==> src/rtl/instruction_loader.sv <==
// rtl/instruction_loader.sv - packs CPU instruction fields into 32-bit words and writes them bytewise to instruction memory
module instruction_loader #(
  parameter int         ADDR_WIDTH = 10,
  parameter logic [7:0] OPCODE_MAX = 8'h05
) (
  input  logic                  clk,
  input  logic                  rst_n,
  input  logic                  in_valid,
  output logic                  in_ready,
  input  logic [7:0]            in_opcode,
  input  logic [2:0]            in_dest,
  input  logic [2:0]            in_src1,
  input  logic [2:0]            in_src2,
  input  logic [7:0]            in_imm,
  input  logic                  in_last,
  output logic                  mem_write,
  output logic [ADDR_WIDTH-1:0] mem_addr,
  output logic [7:0]            mem_writedata,
  input  logic                  mem_busywait,
  output logic [31:0]           instr_word,
  output logic [ADDR_WIDTH-2:0] instr_count,
  output logic                  cpu_hold,
  output logic                  done,
  output logic                  error
);

  typedef enum logic [1:0] {
    S_IDLE  = 2'd0,
    S_WRITE = 2'd1,
    S_DONE  = 2'd2
  } state_t;

  state_t state_q, state_d;

  // Words are word-aligned, so the byte address is just {slot, byte index}.
  logic [ADDR_WIDTH-3:0] slot_q;
  logic [1:0]            idx_q;
  logic [31:0]           word_q;
  logic [ADDR_WIDTH-2:0] count_q;
  logic                  last_q;
  logic                  error_q;

  logic accept;
  logic illegal;
  logic byte_done;
  logic word_done;
  logic mem_full;

  function automatic logic [31:0] encode(
    input logic [7:0] op,
    input logic [2:0] dest,
    input logic [2:0] src1,
    input logic [2:0] src2,
    input logic [7:0] imm
  );
    logic [31:0] w;
    case (op)
      8'h00:   w = {op, 5'd0, dest, 8'h00, imm};
      8'h01:   w = {op, 5'd0, dest, 8'h00, 5'd0, src2};
      default: w = {op, 5'd0, dest, 5'd0, src1, 5'd0, src2};
    endcase
    return w;
  endfunction

  assign accept    = in_valid && (state_q == S_IDLE);
  assign illegal   = in_opcode > OPCODE_MAX;
  assign byte_done = (state_q == S_WRITE) && !mem_busywait;
  assign word_done = byte_done && (idx_q == 2'd3);
  // The slot being finished is the last one when incrementing would wrap to 0.
  assign mem_full  = &slot_q;

  always_comb begin
    state_d = state_q;
    case (state_q)
      S_IDLE: begin
        if (accept && !illegal) state_d = S_WRITE;
      end
      S_WRITE: begin
        if (word_done) state_d = (last_q || mem_full) ? S_DONE : S_IDLE;
      end
      S_DONE:  state_d = S_DONE;
      default: state_d = S_IDLE;
    endcase
  end

  always_ff @(posedge clk or negedge rst_n) begin
    if (!rst_n) begin
      state_q <= S_IDLE;
      slot_q  <= '0;
      idx_q   <= 2'd0;
      word_q  <= 32'h0;
      count_q <= '0;
      last_q  <= 1'b0;
      error_q <= 1'b0;
    end else begin
      state_q <= state_d;
      if (accept) begin
        if (illegal) begin
          error_q <= 1'b1;
        end else begin
          word_q <= encode(in_opcode, in_dest, in_src1, in_src2, in_imm);
          idx_q  <= 2'd0;
          last_q <= in_last;
        end
      end
      if (byte_done) idx_q <= idx_q + 2'd1;
      if (word_done) begin
        slot_q  <= slot_q + 1'b1;
        count_q <= count_q + 1'b1;
      end
    end
  end

  assign in_ready      = (state_q == S_IDLE);
  assign mem_write     = (state_q == S_WRITE);
  assign mem_addr      = {slot_q, idx_q};
  assign mem_writedata = (state_q == S_WRITE) ? word_q[{idx_q, 3'b000} +: 8] : 8'h00;
  assign instr_word    = word_q;
  assign instr_count   = count_q;
  assign cpu_hold      = (state_q != S_DONE);
  assign done          = (state_q == S_DONE);
  assign error         = error_q;

endmodule

==> config.mk <==
export PLATFORM = sky130hd
export DESIGN_NAME = instruction_loader
export DESIGN_NICKNAME = d
export VERILOG_FILES = /design/src/rtl/instruction_loader.sv
export SDC_FILE = /design/constraint.sdc
export NUM_CORES = 1
export LEC_CHECK = 0
export CAP_MARGIN = 5
export CORE_AREA = 2 2 76 78
export CTS_BUF_LIST = sky130_fd_sc_hd__clkbuf_4 sky130_fd_sc_hd__clkbuf_8
export DETAILED_ROUTE_END_ITERATION = 7
export DIE_AREA = 0 0 78 80
export PLACE_DENSITY = 0.86
export REMOVE_ABC_BUFFERS = 1
export SLEW_MARGIN = 20
export SYNTH_ARGS = -nofsm -noshare
export SYNTH_HDL_FRONTEND = slang
export SYNTH_SLANG_ARGS = --single-unit
==> constraint.sdc <==
create_clock -name clk -period 2.48 [get_ports clk]
set_clock_uncertainty 0.1 [all_clocks]
set_input_delay 0.496 -clock clk [delete_from_list [all_inputs] [get_ports clk]]
set_output_delay 0.496 -clock clk [all_outputs]
set_load 0.02 [all_outputs]
==> metrics.txt <==
# TYPE chip_impl_metric gauge
chip_impl_metric{name="finalWorstPathRequiredPeriod",unit="ns"} 2.40
chip_impl_info{name="rr_startpoint",value="idx_q[0]"} 1
chip_impl_metric{name="min_period_over_period",unit=""} 0.968
chip_impl_info{name="synth_top_cell_by_area",value="sky130_fd_sc_hd__dfrtp_1"} 1
chip_impl_info{name="start_kind",value="flop"} 1
chip_impl_info{name="crit_type",value="flop to output pin"} 1
chip_impl_metric{name="place.gp.congestion",unit=""} 0.811
chip_impl_info{name="tritoncts",value="yes"} 1
chip_impl_metric{name="htree_num_levels",unit=""} 2
chip_impl_metric{name="ys_warn_count",unit=""} 0
chip_impl_metric{name="diodes_inserted",unit=""} 0
chip_impl_metric{name="placed_cell_areas",unit="µm²"} 3210
chip_impl_metric{name="ioPinCount",unit=""} 94
chip_impl_metric{name="fraction_of_layout_instances_using_a_drive_strength_above_1",unit=""} 0.175
chip_impl_metric{name="layout-area-overhead-vs-synth",unit="%"} 47.9
chip_impl_metric{name="synth_sequential_area_ratio",unit=""} 0.492
chip_impl_info{name="endpoint_class_of_the_critical_path",value="output pin"} 1
chip_impl_metric{name="hpwl_after_detailed_placement",unit="µm"} 4310
chip_impl_metric{name="synth_cell_type_count",unit=""} 42
chip_impl_metric{name="multi_input_comb_area",unit="µm²"} 1060
chip_impl_info{name="netlist_top_cells_area",value="sky130_fd_sc_hd__dfrtp_1 49%, sky130_fd_sc_hd__mux2_4 4.6%, sky130_fd_sc_hd__mux2_2 3.9%"} 1
chip_impl_metric{name="routed_wire_length_per_instance",unit="µm"} 15.6
chip_impl_metric{name="die_area",unit="µm²"} 6240
chip_impl_info{name="hold_path.startpoint",value="error"} 1
chip_impl_metric{name="die_w",unit="µm"} 78
chip_impl_metric{name="grt_util_all_layers",unit=""} 0.190
chip_impl_metric{name="hold_viol_final",unit=""} 0
chip_impl_metric{name="reg2reg_setup_slack",unit="ns"} 0.48
chip_impl_metric{name="antenna_left",unit=""} 0
chip_impl_metric{name="final_cell_count_no_fill",unit=""} 374
chip_impl_metric{name="grt_max_degree",unit=""} 32
chip_impl_metric{name="slew_viol_final",unit=""} 0
chip_impl_info{name="clock_root_buffer",value="sky130_fd_sc_hd__clkbuf_8"} 1
chip_impl_metric{name="io_buffer_count",unit=""} 83
chip_impl_metric{name="required",unit="ns"} 1.88
chip_impl_metric{name="global_route_wire_length_before_repair",unit="µm"} 9160
chip_impl_metric{name="final-setup-viol-count",unit=""} 0
chip_impl_metric{name="post_synth_edffs",unit=""} 0
chip_impl_metric{name="final.fill_count",unit=""} 425
chip_impl_metric{name="grt_remaining_overflow",unit=""} 0
chip_impl_metric{name="numCtsBuffers",unit=""} 5
chip_impl_metric{name="clockBufferDepth",unit=""} 2
chip_impl_metric{name="number_of_global_route_vias_before_repair",unit=""} 1826
chip_impl_metric{name="via_per_inst",unit=""} 5.20
chip_impl_metric{name="r2r.worst_path.cells",unit=""} 6
chip_impl_info{name="timing.hold.worst.class",value="flop to flop"} 1
chip_impl_metric{name="ys_async_sr_fraction",unit=""} 1.00
chip_impl_metric{name="syn_avg_cell_area",unit="µm²"} 11.5
chip_impl_metric{name="netlist_area",unit="µm²"} 2290
chip_impl_metric{name="grt_antenna_before_repair",unit=""} 0
chip_impl_metric{name="cap_violations",unit=""} 0
chip_impl_metric{name="worst_ir_drop_vdd",unit="µV"} 476
chip_impl_metric{name="synth_seq_cells",unit=""} 45
chip_impl_metric{name="post-place-cells",unit=""} 359
chip_impl_metric{name="power.density",unit="nW/µm²"} 769
chip_impl_metric{name="coreArea",unit="µm²"} 5410
chip_impl_metric{name="cp_data_arrival_time",unit="ns"} 1.81
chip_impl_metric{name="clock_sink_count",unit=""} 45
chip_impl_metric{name="setup_tns",unit="ns"} 0
chip_impl_metric{name="p_leak",unit="nW"} 1.50
chip_impl_metric{name="clk_pin_slew_worst_paths",unit="ns"} 0.09
chip_impl_info{name="status",value="finished, final reports clean"} 1
chip_impl_metric{name="initial_core_util",unit=""} 0.423
chip_impl_info{name="hold-path-endpoint",value="error"} 1
chip_impl_metric{name="route.final.wire_length",unit="µm"} 5840
chip_impl_metric{name="dr.first_iter.drc_count",unit=""} 74
chip_impl_metric{name="standard_cell_rows",unit=""} 27
chip_impl_metric{name="synthDominantCellAreaShare",unit=""} 0.492
chip_impl_metric{name="drt_pre_antenna_iters",unit=""} 4
chip_impl_metric{name="hold_path_depth",unit=""} 1
chip_impl_metric{name="max_freq",unit="MHz"} 416
chip_impl_metric{name="post-route-drc-count",unit=""} 0
chip_impl_metric{name="post-layout-total-power",unit="mW"} 2.61
chip_impl_metric{name="vias",unit=""} 1946
chip_impl_metric{name="dieHeight",unit="µm"} 80
chip_impl_metric{name="fin_area",unit="µm²"} 3390
chip_impl_metric{name="design.final.nets",unit=""} 334
chip_impl_info{name="ys_flop_type",value="sky130_fd_sc_hd__dfrtp_1"} 1
chip_impl_metric{name="number_of_standard_cells_after_synthesis",unit=""} 199
chip_impl_metric{name="insertion_delay",unit="ns"} 0.29
chip_impl_metric{name="highest_fanout_seen_on_the_critical_path",unit=""} 5
chip_impl_metric{name="final-seq-area",unit="µm²"} 1130
chip_impl_info{name="worst_flop_to_flop_path_endpoint",value="instr_count[3]"} 1
[power breakdown]
part / switching (mW) / leakage (nW) / internal (mW) / total [mW]
combinational: 0.501 / 0.856 / 0.531 / 1.03
sequential: 0.147 / 0.590 / 0.854 / 1.00
clock: 0.246 / 0.0574 / 0.328 / 0.573
[cell type report]
class | instances | area share
Multi-Input combinational cell | 141 | 0.313
Inverter | 6 | 0.00665
Sequential cell | 45 | 0.333
Tap cell | 72 | 0.0266
Clock inverter | 2 | 0.0111
Timing Repair Buffer | 102 | 0.285
Clock buffer | 6 | 0.0244
[worst max-delay path by stage]
stage          slack, ns      from  cells past startpoint          endpoint
2_1_floorplan       0.32  idx_q[0]                      4         slot_q[3]
3_3_place_gp        0.10  idx_q[0]                      3  mem_writedata[1]
3_5_place_dp        0.05  idx_q[0]                      3  mem_writedata[2]
4_1_cts             0.02  idx_q[0]                      4  mem_writedata[2]
5_1_grt           -0.004  idx_q[1]                      4  mem_writedata[3]
6_report            0.08  idx_q[0]                      4  mem_writedata[2]
[per-layer routing]
metal	up-vias	part of all wire	track usage
met3	6	0.061	0.0464
met1	958	0.45	0.264
li1	895	-	-
met5	-	0	0
met4	0	0.0087	0.0491
met2	87	0.48	0.298
[through the flow]
step,worst slack (ns),hold slack [ns],utilization
floorplan,0.320,0.100,-
global placement,0.104,0.309,0.593
detailed placement,0.0532,0.311,0.593
CTS,0.0222,0.370,0.620
global route,-0.00433,0.382,0.626
finish,0.0783,0.368,0.626
[cells in the mapped netlist (2+ instances only)]
master / n
sky130_fd_sc_hd__o21ai_0: 6
sky130_fd_sc_hd__buf_4: 10
sky130_fd_sc_hd__a22oi_1: 5
sky130_fd_sc_hd__mux2_4: 7
sky130_fd_sc_hd__ha_1: 3
sky130_fd_sc_hd__nor4_1: 4
sky130_fd_sc_hd__nor2_1: 9
sky130_fd_sc_hd__and3_1: 5
sky130_fd_sc_hd__nor3_1: 6
sky130_fd_sc_hd__nand3_1: 7
sky130_fd_sc_hd__inv_1: 6
sky130_fd_sc_hd__xor2_1: 6
sky130_fd_sc_hd__dfrtp_1: 45
sky130_fd_sc_hd__nand2b_1: 2
sky130_fd_sc_hd__o31a_1: 3
sky130_fd_sc_hd__nor2b_1: 3
sky130_fd_sc_hd__nand2_1: 14
sky130_fd_sc_hd__a31oi_1: 3
sky130_fd_sc_hd__clkbuf_1: 3
sky130_fd_sc_hd__mux2_2: 8
sky130_fd_sc_hd__mux4_2: 3
sky130_fd_sc_hd__nand4_1: 5
sky130_fd_sc_hd__and2_1: 6
sky130_fd_sc_hd__a21o_1: 2
sky130_fd_sc_hd__a41oi_1: 3
sky130_fd_sc_hd__xnor2_1: 9
[registers in the layout, summed over array words and instances (netlist names)]
name and count:
slot_q 8, instr_word 22, idx_q 2, error 1, state_q 2, instr_count 9
last_q 1
[what timing repair did]
item                                    4_1_cts  5_1_grt
endpoints found under the hold margin        14        0
resized for setup                             8        2
buffers inserted                              2        4
hold buffers                                  1        0
endpoints found under the setup margin        8        5
gates cloned                                  0        0
[critical path, stage by stage, from the launching register on]
cell	delay, ns
sky130_fd_sc_hd__dfrtp_2	0.43
sky130_fd_sc_hd__buf_4	0.15
sky130_fd_sc_hd__mux4_2	0.49
sky130_fd_sc_hd__nor2b_1	0.15
sky130_fd_sc_hd__clkdlybuf4s15_1	0.29
[layout by cell type (no fill, tap or decap), types with 2 or more instances in the layout]
master / count
sky130_fd_sc_hd__nor2_1: 8
sky130_fd_sc_hd__nand3_1: 7
sky130_fd_sc_hd__nor3_1: 6
sky130_fd_sc_hd__a41oi_1: 3
sky130_fd_sc_hd__buf_4: 17
sky130_fd_sc_hd__nand2b_1: 2
sky130_fd_sc_hd__nor4_1: 4
sky130_fd_sc_hd__dfrtp_2: 2
sky130_fd_sc_hd__mux4_2: 3
sky130_fd_sc_hd__clkdlybuf4s50_1: 78
sky130_fd_sc_hd__nor2b_1: 3
sky130_fd_sc_hd__and3_1: 5
sky130_fd_sc_hd__nand4_1: 5
sky130_fd_sc_hd__conb_1: 10
sky130_fd_sc_hd__a22oi_1: 5
sky130_fd_sc_hd__dfrtp_1: 43
sky130_fd_sc_hd__a31oi_1: 3
sky130_fd_sc_hd__ha_1: 3
sky130_fd_sc_hd__dlygate4sd2_1: 3
sky130_fd_sc_hd__mux2_2: 8
sky130_fd_sc_hd__mux2_4: 7
sky130_fd_sc_hd__o21ai_0: 6
sky130_fd_sc_hd__clkbuf_8: 6
sky130_fd_sc_hd__and2_1: 5
sky130_fd_sc_hd__xnor2_1: 9
sky130_fd_sc_hd__inv_1: 6
sky130_fd_sc_hd__nand2_1: 14
sky130_fd_sc_hd__xor2_1: 6
sky130_fd_sc_hd__a21o_1: 2
sky130_fd_sc_hd__o31a_1: 3
[cells by family (layout without fill, tap and decap cells)]
| logic type | count (synthesis) | after routing | synth area share |
|---|---|---|---|
| AO/OA/AOI/OAI | 25 | 25 | 0.0776 |
| adder cells (fa/ha/maj) | 3 | 3 | 0.0164 |
| multiplexers | 18 | 18 | 0.115 |
| XOR/XNOR | 15 | 15 | 0.0574 |
| buffers and inverters | 22 | 116 | 0.0629 |
| other | 1 | 10 | 0.00164 |
| AND/OR/NAND/NOR | 70 | 70 | 0.177 |
| flip-flops | 45 | 45 | 0.492 |
(Power assumes the default switching activity.)
